[config.mk]
export PLATFORM = sky130hd
export DESIGN_NAME = slave_req_arbiter
export DESIGN_NICKNAME = d
export VERILOG_FILES = /design/src/rtl/slave_req_arbiter.sv
export SDC_FILE = /design/constraint.sdc
export NUM_CORES = 1
export LEC_CHECK = 0
export CORE_MARGIN = 3
export CORE_UTILIZATION = 40
export DETAILED_ROUTE_END_ITERATION = 10
export GPL_TIMING_DRIVEN = 0
export HOLD_SLACK_MARGIN = 0.12
export PLACE_DENSITY = 0.82
export RECOVER_POWER = 50
export SLEW_MARGIN = 20
export SYNTH_ARGS = -nofsm -noshare
export SYNTH_HDL_FRONTEND = slang
export SYNTH_SLANG_ARGS = --single-unit
[constraint.sdc]
create_clock -name axi_clk -period 1.5 [get_ports axi_clk]
set_input_delay 0.45 -clock axi_clk [delete_from_list [all_inputs] [get_ports axi_clk]]
set_output_delay 0.45 -clock axi_clk [all_outputs]
set_load 0.01 [all_outputs]
[src/rtl/slave_req_arbiter.sv]
// Round-robin arbiter between a multi-beat write request path and a single-beat
// read request path feeding one downstream beat interface.
module slave_req_arbiter #(
    parameter int BEAT_W = 4
) (
    input  logic              axi_clk,
    input  logic              ARESTn,
    input  logic              axi_wrreq_hdr_valid,
    input  logic [BEAT_W-1:0] axi_wrreq_beats,
    input  logic              axi_rdreq_hdr_valid,
    input  logic              tx_ready,
    output logic              axi_req_wr_grant,
    output logic              axi_req_rd_grant,
    output logic              axi_req_wr_sop,
    output logic              req_sel,
    output logic              arb_busy
);

    typedef enum logic [1:0] {
        IDLE    = 2'd0,
        WR_XFER = 2'd1,
        RD_XFER = 2'd2
    } state_t;

    localparam logic [BEAT_W-1:0] CNT_ZERO = {BEAT_W{1'b0}};
    localparam logic [BEAT_W-1:0] CNT_ONE  = BEAT_W'(1'b1);

    state_t            state_r;
    state_t            state_s;
    logic [BEAT_W-1:0] beat_cnt_r;
    logic [BEAT_W-1:0] beat_cnt_s;
    logic              rr_last_r;
    logic              rr_last_s;
    logic              req_sel_r;
    logic              req_sel_s;
    logic              first_r;
    logic              first_s;
    logic              wr_grant_s;
    logic              rd_grant_s;
    logic              sop_s;

    // State, beat counter, round-robin history and first-beat flag registers.
    always_ff @(posedge axi_clk or negedge ARESTn) begin
        if (!ARESTn) begin
            state_r    <= IDLE;
            beat_cnt_r <= CNT_ZERO;
            rr_last_r  <= 1'b1;
            req_sel_r  <= 1'b0;
            first_r    <= 1'b0;
        end else begin
            state_r    <= state_s;
            beat_cnt_r <= beat_cnt_s;
            rr_last_r  <= rr_last_s;
            req_sel_r  <= req_sel_s;
            first_r    <= first_s;
        end
    end

    // Next-state selection and grant generation.
    always_comb begin
        state_s    = state_r;
        beat_cnt_s = beat_cnt_r;
        rr_last_s  = rr_last_r;
        req_sel_s  = req_sel_r;
        first_s    = first_r;
        wr_grant_s = 1'b0;
        rd_grant_s = 1'b0;
        sop_s      = 1'b0;
        case (state_r)
            IDLE: begin
                // rr_last high means the read path went last, so write wins a tie.
                if (axi_wrreq_hdr_valid && (!axi_rdreq_hdr_valid || rr_last_r)) begin
                    state_s    = WR_XFER;
                    beat_cnt_s = axi_wrreq_beats;
                    rr_last_s  = 1'b0;
                    req_sel_s  = 1'b0;
                    first_s    = 1'b1;
                end else if (axi_rdreq_hdr_valid) begin
                    state_s    = RD_XFER;
                    rr_last_s  = 1'b1;
                    req_sel_s  = 1'b1;
                    first_s    = 1'b0;
                end else begin
                    state_s    = IDLE;
                end
            end
            WR_XFER: begin
                wr_grant_s = tx_ready;
                sop_s      = tx_ready & first_r;
                if (tx_ready) begin
                    first_s = 1'b0;
                    // Holding at zero on the final beat keeps the counter from wrapping.
                    if (beat_cnt_r == CNT_ZERO) begin
                        state_s = IDLE;
                    end else begin
                        beat_cnt_s = beat_cnt_r - CNT_ONE;
                    end
                end else begin
                    state_s = WR_XFER;
                end
            end
            RD_XFER: begin
                rd_grant_s = tx_ready;
                if (tx_ready) begin
                    state_s = IDLE;
                end else begin
                    state_s = RD_XFER;
                end
            end
            default: begin
                state_s = IDLE;
            end
        endcase
    end

    assign axi_req_wr_grant = wr_grant_s;
    assign axi_req_rd_grant = rd_grant_s;
    assign axi_req_wr_sop   = sop_s;
    assign req_sel          = req_sel_r;
    assign arb_busy         = (state_r != IDLE);

endmodule

* Word-level counts from Yosys, hierarchy flattened
Index checks and enable logic that the tools add are counted.
** Storage, ports and cells
- Input bits :: 9
- Word-level logic and storage cells :: 44
- Output and inout bits :: 5
- Register bits :: 9
** Cells by class
- Add/sub/neg operators :: 1
- Bitwise logic cells :: 1
- Reduce and logical (&&, ||, !) cells :: 11
- Muxes and demuxes :: 19
- Equality and inequality tests :: 7
** Operators with widths (count)
- 4-bit two-way mux :: 3
- 2-bit two-way mux :: 5
- 1-bit two-way mux :: 8
- 4-bit one-hot mux with 2 select lines :: 1
- 2-bit inequality test, second input constant :: 3
- 3-bit inequality test, second input constant :: 2
- 2-bit one-hot mux with 3 select lines :: 1
- 2-bit nonzero test :: 3
- 4-bit zero test :: 1
- 4-bit AND reduction :: 1
- 4-bit by 1-bit subtractor with 4-bit output, second input constant :: 1
- 3-bit AND reduction :: 1
- 2-bit by 1-bit equality test with 1-bit output, second input constant :: 1
- 2-bit equality test, second input constant :: 1
- 2-bit zero test :: 1
- 1-bit one-hot mux with 2 select lines :: 1
- 2-bit AND reduction :: 1
- 1-bit AND :: 1
- 1-bit logical AND :: 1
- 1-bit zero test :: 1
- 1-bit logical OR :: 1

* Logic depth before layout (Yosys ltp)
Gate-level depths: netlist of the first run.
- Word-level depth :: 5
- Gate-level depth with buffers :: 6
- Gate-level depth less buffers :: 6

* Least setup slack after synthesis of the first run
Ideal clock, no wire load.
- Path type :: reg2reg
- From :: reg beat_cnt_r[0]
- To :: reg beat_cnt_r[2]
- Setup time :: 0.121 ns
- Clock period less this slack :: 1.604 ns
- Path slack :: -0.104 ns
- Path buffers :: 0
- Required time :: 1.379 ns
- Data arrival time :: 1.483 ns
- Stages on the path, launching flop included :: 7
- Path through :: dfrtp_1 > inv_1 > ha_1 > or3b_1 > a32oi_4 > nor2_1 > o22a_1
** Between the ends
- Longest elaborated chain between the ends :: 4
- Elaborated cells on any way between the ends :: 7
- Classes of those cells :: add/sub (1); eq/ne (1); mux (3); reduce/logical (2)
** Ends and longest elaborated chain
- start, declared :: line 30 : logic [BEAT_W-1:0] beat_cnt_r;
- start signal, assigned :: line 52 : beat_cnt_r <= beat_cnt_s;
- 4-bit by 1-bit subtractor with 4-bit output :: line 96 : beat_cnt_s = beat_cnt_r - CNT_ONE;
- 4-bit two-way mux :: line 93 : if (beat_cnt_r == CNT_ZERO) begin
- 4-bit two-way mux :: line 90 : if (tx_ready) begin
- 4-bit one-hot mux with 2 select lines :: line 69 : case (state_r)
Several ways; a longest one is shown, not always the timed one. The select of a mux whose other input is x is not followed.
A chain may end at the register's enable or synchronous reset.

* Worst setup path in the final report of the first run
- From :: reg beat_cnt_r[0]
- To :: reg beat_cnt_r[0]
Same word-level chain as after synthesis.

==> results by group, run 1 <==
Pwr
  – Worst VDD drop: around 0.0012 V
  – Pwr Density: 2180 nW/µm²
  – Overall Power: around 1.9 mW
  – Leakage power: roughly 0.40 nW

Route
  – Final wirelength: 1520 µm
  – Via-to-Cell Ratio: 5.18
  – Routed length per instance: about 15 µm
  – DRT Pass-1 Iters: 4
  – DR vias: 534
  – Remaining antenna violation count: 0
  – Drc violations: 0
  – DR iter-0 viols: 11

Yosys
  – Fraction of registers with async set/reset: 100%
  – Sequential fraction of the synthesis area: between 40% and 50%
  – Synth Flop Type: dfrtp_1
  – Yosys warnings: 0
  – #FFs+latches synth: 9
  – Cells after synthesis: 56
  – Post-synth EDFFs: 0
  – Syn Std Cell Area: 526 µm²
  – Syn_area_per_cell: 9.38 µm²
  – Synth Net Count: 66
  – Cell variety after synth: 28

Timing
  – Fin. max-slew vios: 0
  – Setup violators final: 7
  – Worst Skew: 0.00304 ns
  – Worst rel slew slack: approximately 72%
  – Unrepaired setup endpoints after global routing: true
  – Fmax: between 600 and 700 MHz
  – Fin worst setup slack: -0.160 ns
  – Min Tclk post-route: between 1.5 and 2 ns
  – Final Cycle Share: 111%
  – Worst-Margin Slew: 0.425 ns
  – Final hold violation count: 0

Clock network
  – Cts bufs inserted: 3
  – Clock transition at path regs: around 0.07 ns
  – CTS H-tree depth: 1
  – Skew-Pair Late Insertion Delay: 0.27 ns
  – Sink Count: 9
  – Root Driver: clkbuf_4
  – Max Root-Sink Buffers: 2
  – CTS tree: built

Finish
  – Multi-input logic area: 320 µm²
  – Fillers: 68
  – Antenna cells: 0
  – Seq. cell area: 229 µm²
  – Final nets: 100
  – Post-layout util: around 74%
  – Area grow syn2layout: 66.0%
  – Layout cells sized above 1: a little over two fifths
  – Most frequent cells in the layout: 11 x buf_4, 8 x nor2_1, 7 x buf_6
  – Most common cell after layout, fill and taps aside: buf_4

Worst setup path
  – Crit path max-delay family: simple AND/OR/NAND/NOR gates
  – Crit Path Max Fanout: 6
  – Slowest-stage cell, CP: dfrtp_1
  – CP Class: reg2reg
  – CP Data Arrival Time: ~1.8 ns
  – CP bufs+invs: 1
  – Worst-path cell chain: inv_2 > ha_4 > or3b_4 > a32oi_4 > or3_4 > o21ai_2
  – Worst setup EP type: flop
  – Crit path launch type: flop
  – Worst path max stage delay: 0.40 ns
  – Worst path required time: approximately 1.7 ns

Die
  – Effective utilization at floorplan: about 45%
  – Die footprint: ~1800 µm²
  – Row count: 12
  – Io pins: 14
  – Core Box Area: 1170 µm²
  – Die W: approximately 42 µm
  – Die Ht: between 40 and 50 µm

Job
  – Max cap viols: 0

GRT
  – Largest net degree at the start of global routing: 10
  – Gr ovfl total: 0
  – Vias in the first global route: 500
  – Initial antenna violation count: 0
  – First-pass GRT wire length: 2230 µm
  – Total Routing Usage GR: between 10% and 20%

Min path
  – Worst min path class: reg2reg

Placed design
  – Hpwl dp: 786 µm
  – IO Port Bufs: 13
  – Routability Congestion: approximately 0.75

Status
  – Status: complete, but fails checks
  – Failing checks: negative setup slack
## cells in the mapped netlist (all sizes together), types with 2 or more instances
cell type | count | share of area [%]
a31oi | 2 | 2.4
o21ai | 4 | 4.5
mux2i | 3 | 5.7
nor2 | 10 | 7.6
dfrtp | 8 | 38
a21oi | 4 | 3.8
nand2 | 3 | 2.1
inv | 5 | 3.6
## repair_timing
| action | in CTS | in global routing |
|---|---|---|
| buffers inserted | 13 | 3 |
| resized for setup | 24 | 10 |
| hold buffers | 0 | 0 |
| setup endpoints to repair | 9 | 8 |
| pin swaps | 8 | 2 |
## routing by layer
layer	track usage (%)	part of all wire, %	vias to the layer above
li1	-	-	261
met1	21.5	48	253
met2	26.4	46	16
met3	2.58	4.1	4
met4	8.07	2.0	0
met5	0	0	-
## cell families after synthesis
family / share of synthesized area [%]
mux: 5.71
compound gates: 20.7
flops: 43.1
xor+xnor: 1.67
buf+inv: 3.57
simple gates: 22.9
fa+ha+maj: 2.38
## worst paths after layout
| path | endpoint | slack, ns | from | cells past startpoint |
|---|---|---|---|---|
| worst max-delay path | beat_cnt_r[0] | -0.16 | beat_cnt_r[0] | 6 |
| worst min-delay path | req_sel | 0.52 | req_sel | 2 |
| worst max register to register | beat_cnt_r[0] | -0.16 | beat_cnt_r[0] | 6 |
| worst min register to register | req_sel | 0.52 | req_sel | 2 |
| max in group asynchronous | rr_last_r | 0.63 | ARESTn | 1 |
| min in group asynchronous | state_r[0] | 0.55 | ARESTn | 1 |
## report_power, final
group          total, mW  internal (mW)  switching, mW
combinational       1.22          0.672          0.545
sequential         0.478          0.379         0.0990
clock              0.208          0.103          0.105
total               1.90           1.15          0.749
## area by class of cell
cell class              instances  share of cell area [%]
clock buffers                   4                    3.01
flip-flops and latches          9                    26.3
well taps                      14                    2.01
inverters                       5                    2.15
multi-input cells              42                    36.7
repair buffers                 29                    29.8
## sequential cells by signal, summed over array words and instances (netlist names)
signal,cells
beat_cnt_r,4
state_r,2
rr_last_r,1
req_sel,1
first_r,1
## worst register-to-register path, stage by stage, from the launching register on
cell	delay, ns
dfrtp_1	0.40
inv_2	0.09
ha_4	0.13
or3b_4	0.40
a32oi_4	0.30
or3_4	0.19
o21ai_2	0.05
## per-stage QoR
step                      setup TNS [ns]  area (µm²)  setup slack [ns]  std cells  hold slack [ns]
after global routing               -1.09         872            -0.202        103            0.542
after global placement             -3.53         688            -0.835         83            0.480
final                             -0.836         872            -0.160        103            0.523
after floorplan                  -0.0495         541           -0.0308         56            0.154
after detailed placement           -3.58         688            -0.834         83            0.492
after CTS                         -0.403         810            -0.119        100            0.503
Power figures use the tool's default switching activity.
==> run 2: changes to the inputs <==
Settings changed: PLACE_DENSITY 0.82 to 0.75.
==> run 2 against run 1 <==
Against the previous run:
- the flow still finishes with violations (negative setup slack)
- power shrank 2.3%
- count of clock-buffer cells in the layout is the same
- sequential cell count did not move
- die area did not move
- utilization shrank 0.96 points
- non-clock buffer count is the same
- via count rose by 4.3%
- setup slack gained 0.011 ns
- hold slack lost 0.018 ns
- critical path depth stayed put
- largest power group unchanged
==> results by group, run 2 (synthesis gave the netlist of run 1 again) <==
Status
  – Status: complete, but fails checks (unchanged)
  – Failing checks: negative setup slack (unchanged)

Clock network
  – CTS tree: built (unchanged)
  – Cts bufs inserted: 3 (unchanged)
  – Root Driver: clkbuf_4 (unchanged)
  – CTS H-tree depth: 1 (unchanged)
  – Max Root-Sink Buffers: 2 (unchanged)
  – Sink Count: 9 (unchanged)
  – Clock transition at path regs: 0.06 ns (was 0.07 ns)
  – CTS Hold Bufs: 0 (unchanged)
  – Skew-Pair Late Insertion Delay: 0.26 ns (was 0.27 ns)

Route
  – Drc violations: 0 (unchanged)
  – Final wirelength: 1580 µm (was 1520 µm)
  – DRT Pass-1 Iters: 4 (unchanged)
  – Via-to-Cell Ratio: 5.41 (was 5.18)
  – Routed length per instance: 15.3 µm (was 14.8 µm)
  – DR iter-0 viols: 14 (was 11)
  – Remaining antenna violation count: 0 (unchanged)
  – DR vias: 557 (was 534)

Worst setup path
  – Worst-path cell chain: inv_2 > ha_4 > or3b_4 > a32oi_4 > nor2_1 > o22a_1 (was inv_2 > ha_4 > or3b_4 > a32oi_4 > or3_4 > o21ai_2)
  – Crit Path Max Fanout: 6 (unchanged)
  – Worst setup EP type: flop (unchanged)
  – CP Data Arrival Time: 1.80 ns (was 1.82 ns)
  – Worst path required time: 1.65 ns (was 1.66 ns)
  – Worst path max stage delay: 0.40 ns (about the same)
  – Reg2Reg Depth: 6 (unchanged)
  – Crit path launch type: flop (unchanged)
  – CP Class: reg2reg (unchanged)
  – RR Endpoint: beat_cnt_r[2] (was beat_cnt_r[0])
  – Reg-to-reg startpoint: beat_cnt_r[1] (was beat_cnt_r[0])
  – Slowest-stage cell, CP: dfrtp_1 (unchanged)
  – R2r setup slk: -0.15 ns (was -0.16 ns)
  – Crit path max-delay family: simple AND/OR/NAND/NOR gates (unchanged)
  – CP bufs+invs: 1 (unchanged)

GRT
  – Met3 Use GR: 7.73% (was 2.58%)
  – Largest net degree at the start of global routing: 10 (unchanged)
  – GRT met1 Usage: 18.7% (was 21.5%)
  – Vias in the first global route: 505 (was 500)
  – GRT busiest layer: met2 (unchanged)
  – Gr ovfl total: 0 (unchanged)
  – Total Routing Usage GR: 16.7% (was 16.6%)
  – GR Util met2: 28.6% (was 26.4%)
  – Initial antenna violation count: 0 (unchanged)
  – First-pass GRT wire length: 2210 µm (was 2230 µm)

Timing
  – Fin worst setup slack: -0.149 ns (was -0.160 ns)
  – Min Tclk post-route: 1.65 ns (was 1.66 ns)
  – Fin. max-slew vios: 0 (unchanged)
  – Fmax: 606 MHz (was 602 MHz)
  – Setup violators final: 8 (was 7)
  – Final Cycle Share: 110% (was 111%)
  – Unrepaired setup endpoints after global routing: true (unchanged)
  – Worst Skew: 0.00734 ns (was 0.00304 ns)
  – Final hold violation count: 0 (unchanged)
  – Worst-Margin Slew: 0.429 ns (was 0.425 ns)
  – Worst rel slew slack: 71.3% (was 71.6%)

Die
  – Die W: 42.2 µm (unchanged)
  – Core Box Area: 1170 µm² (unchanged)
  – Row count: 12 (unchanged)
  – Die footprint: 1780 µm² (unchanged)
  – Die Ht: 42.2 µm (unchanged)
  – Io pins: 14 (unchanged)
  – Effective utilization at floorplan: 44.9% (unchanged)

Finish
  – Final Cell Area: 861 µm² (was 872 µm²)
  – Fillers: 80 (was 68)
  – Area grow syn2layout: 63.8% (was 66.0%)
  – Final nets: 100 (unchanged)
  – Largest regs: beat_cnt_r x4, state_r x2 (unchanged)
  – Max reg flops: 4 (unchanged)
  – Layout cells sized above 1: 43.8% (unchanged)
  – Final std cells w/o fill: 103 (unchanged)
  – Largest Register: beat_cnt_r (unchanged)
  – Most frequent cells in the layout: 12 x buf_4, 8 x nor2_1, 6 x dfrtp_1 (was 11 x buf_4, 8 x nor2_1, 7 x buf_6)
  – Most common cell after layout, fill and taps aside: buf_4 (unchanged)
  – Antenna cells: 0 (unchanged)

Placed design
  – Hpwl dp: 861 µm (was 786 µm)
  – Routability Congestion: 0.811 (was 0.753)
  – DP Area: 688 µm² (unchanged)
  – IO Port Bufs: 13 (unchanged)
  – Post-Place Cells: 83 (unchanged)
  – Place WS: -0.840 ns (was -0.834 ns)

Min path
  – Worst min path class: reg2reg (unchanged)
  – Hold path endpoint: req_sel (unchanged)
  – Hold wc startpoint: req_sel (unchanged)
  – Worst hold stages: 2 (unchanged)

Pwr
  – Pwr Density: 2160 nW/µm² (was 2180 nW/µm²)
  – Sw Share: 39.5% (was 39.3%)
  – Worst VDD drop: 0.00121 V (was 0.00118 V)
  – Leakage power: 0.404 nW (was 0.400 nW)
  – Clock power share: 9.8% (was 10.9%)
  – Comb pwr share: 64.8% (was 64.0%)
  – Reg power frac: 25.5% (was 25.1%)
  – Cell Int Power: 1.12 mW (was 1.15 mW)
  – Overall Power: 1.86 mW (was 1.90 mW)
  – Switch Pwr: 735 µW (was 749 µW)

Job
  – Max cap viols: 0 (unchanged)
run 2: worst max path at each step:
stage	slack [ns]	end	depth (start not counted)	from
finish	-0.15	beat_cnt_r[2]	6	beat_cnt_r[1]
global route	-0.20	beat_cnt_r[2]	6	beat_cnt_r[1]
CTS	-0.10	axi_req_wr_sop	3	state_r[0]
detailed placement	-0.84	axi_req_wr_sop	4	tx_ready
global placement	-0.84	axi_req_wr_sop	4	tx_ready
floorplan	-0.03	beat_cnt_r[2]	6	beat_cnt_r[0]
run 2: layout make-up:
cell class / count / area (µm²) / share of cell area (%)
well taps: 14 / 17.5 / 2.03
inverters: 5 / 18.8 / 2.18
multi-input cells: 42 / 325 / 37.8
repair buffers: 29 / 244 / 28.3
flip-flops and latches: 9 / 229 / 26.6
clock buffers: 4 / 26.3 / 3.05
run 2: worst min-delay path: stages (launching register included):
cell	delay [ns]
dfrtp_1	0.34
a21oi_1	0.04
nor2_1	0.08
run 2: through the flow:
stage	util (%)	hold slack, ns	setup TNS [ns]
after global placement	58.8	0.477	-3.51
final	73.5	0.505	-0.616
after global routing	73.5	0.539	-1.00
after floorplan	-	0.154	-0.0495
after detailed placement	58.8	0.503	-3.57
after CTS	67.7	0.496	-0.278
run 2: repair_timing:
action / in CTS / in global routing
setup endpoints to repair: 9 / 8
pin swaps: 7 / 4
gates resized for setup: 24 / 11
buffers inserted: 12 / 4
run 2: routing by layer:
layer,vias to the layer above,share of wire [%]
li1,262,-
met1,270,38
met2,17,56
met3,8,4.7
met4,0,2.0
met5,-,0
run 2: power groups by stage:
| stage | Sequential [mW] | Clock [mW] | Combinational, mW |
|---|---|---|---|
| 2_1_floorplan | 0.473 | 0 | 0.536 |
| 3_3_place_gp | 0.487 | 0 | 0.733 |
| 3_5_place_dp | 0.491 | 0 | 0.755 |
| 4_1_cts | 0.457 | 0.190 | 0.988 |
| 5_1_grt | 0.488 | 0.203 | 1.28 |
| 6_report | 0.473 | 0.182 | 1.20 |
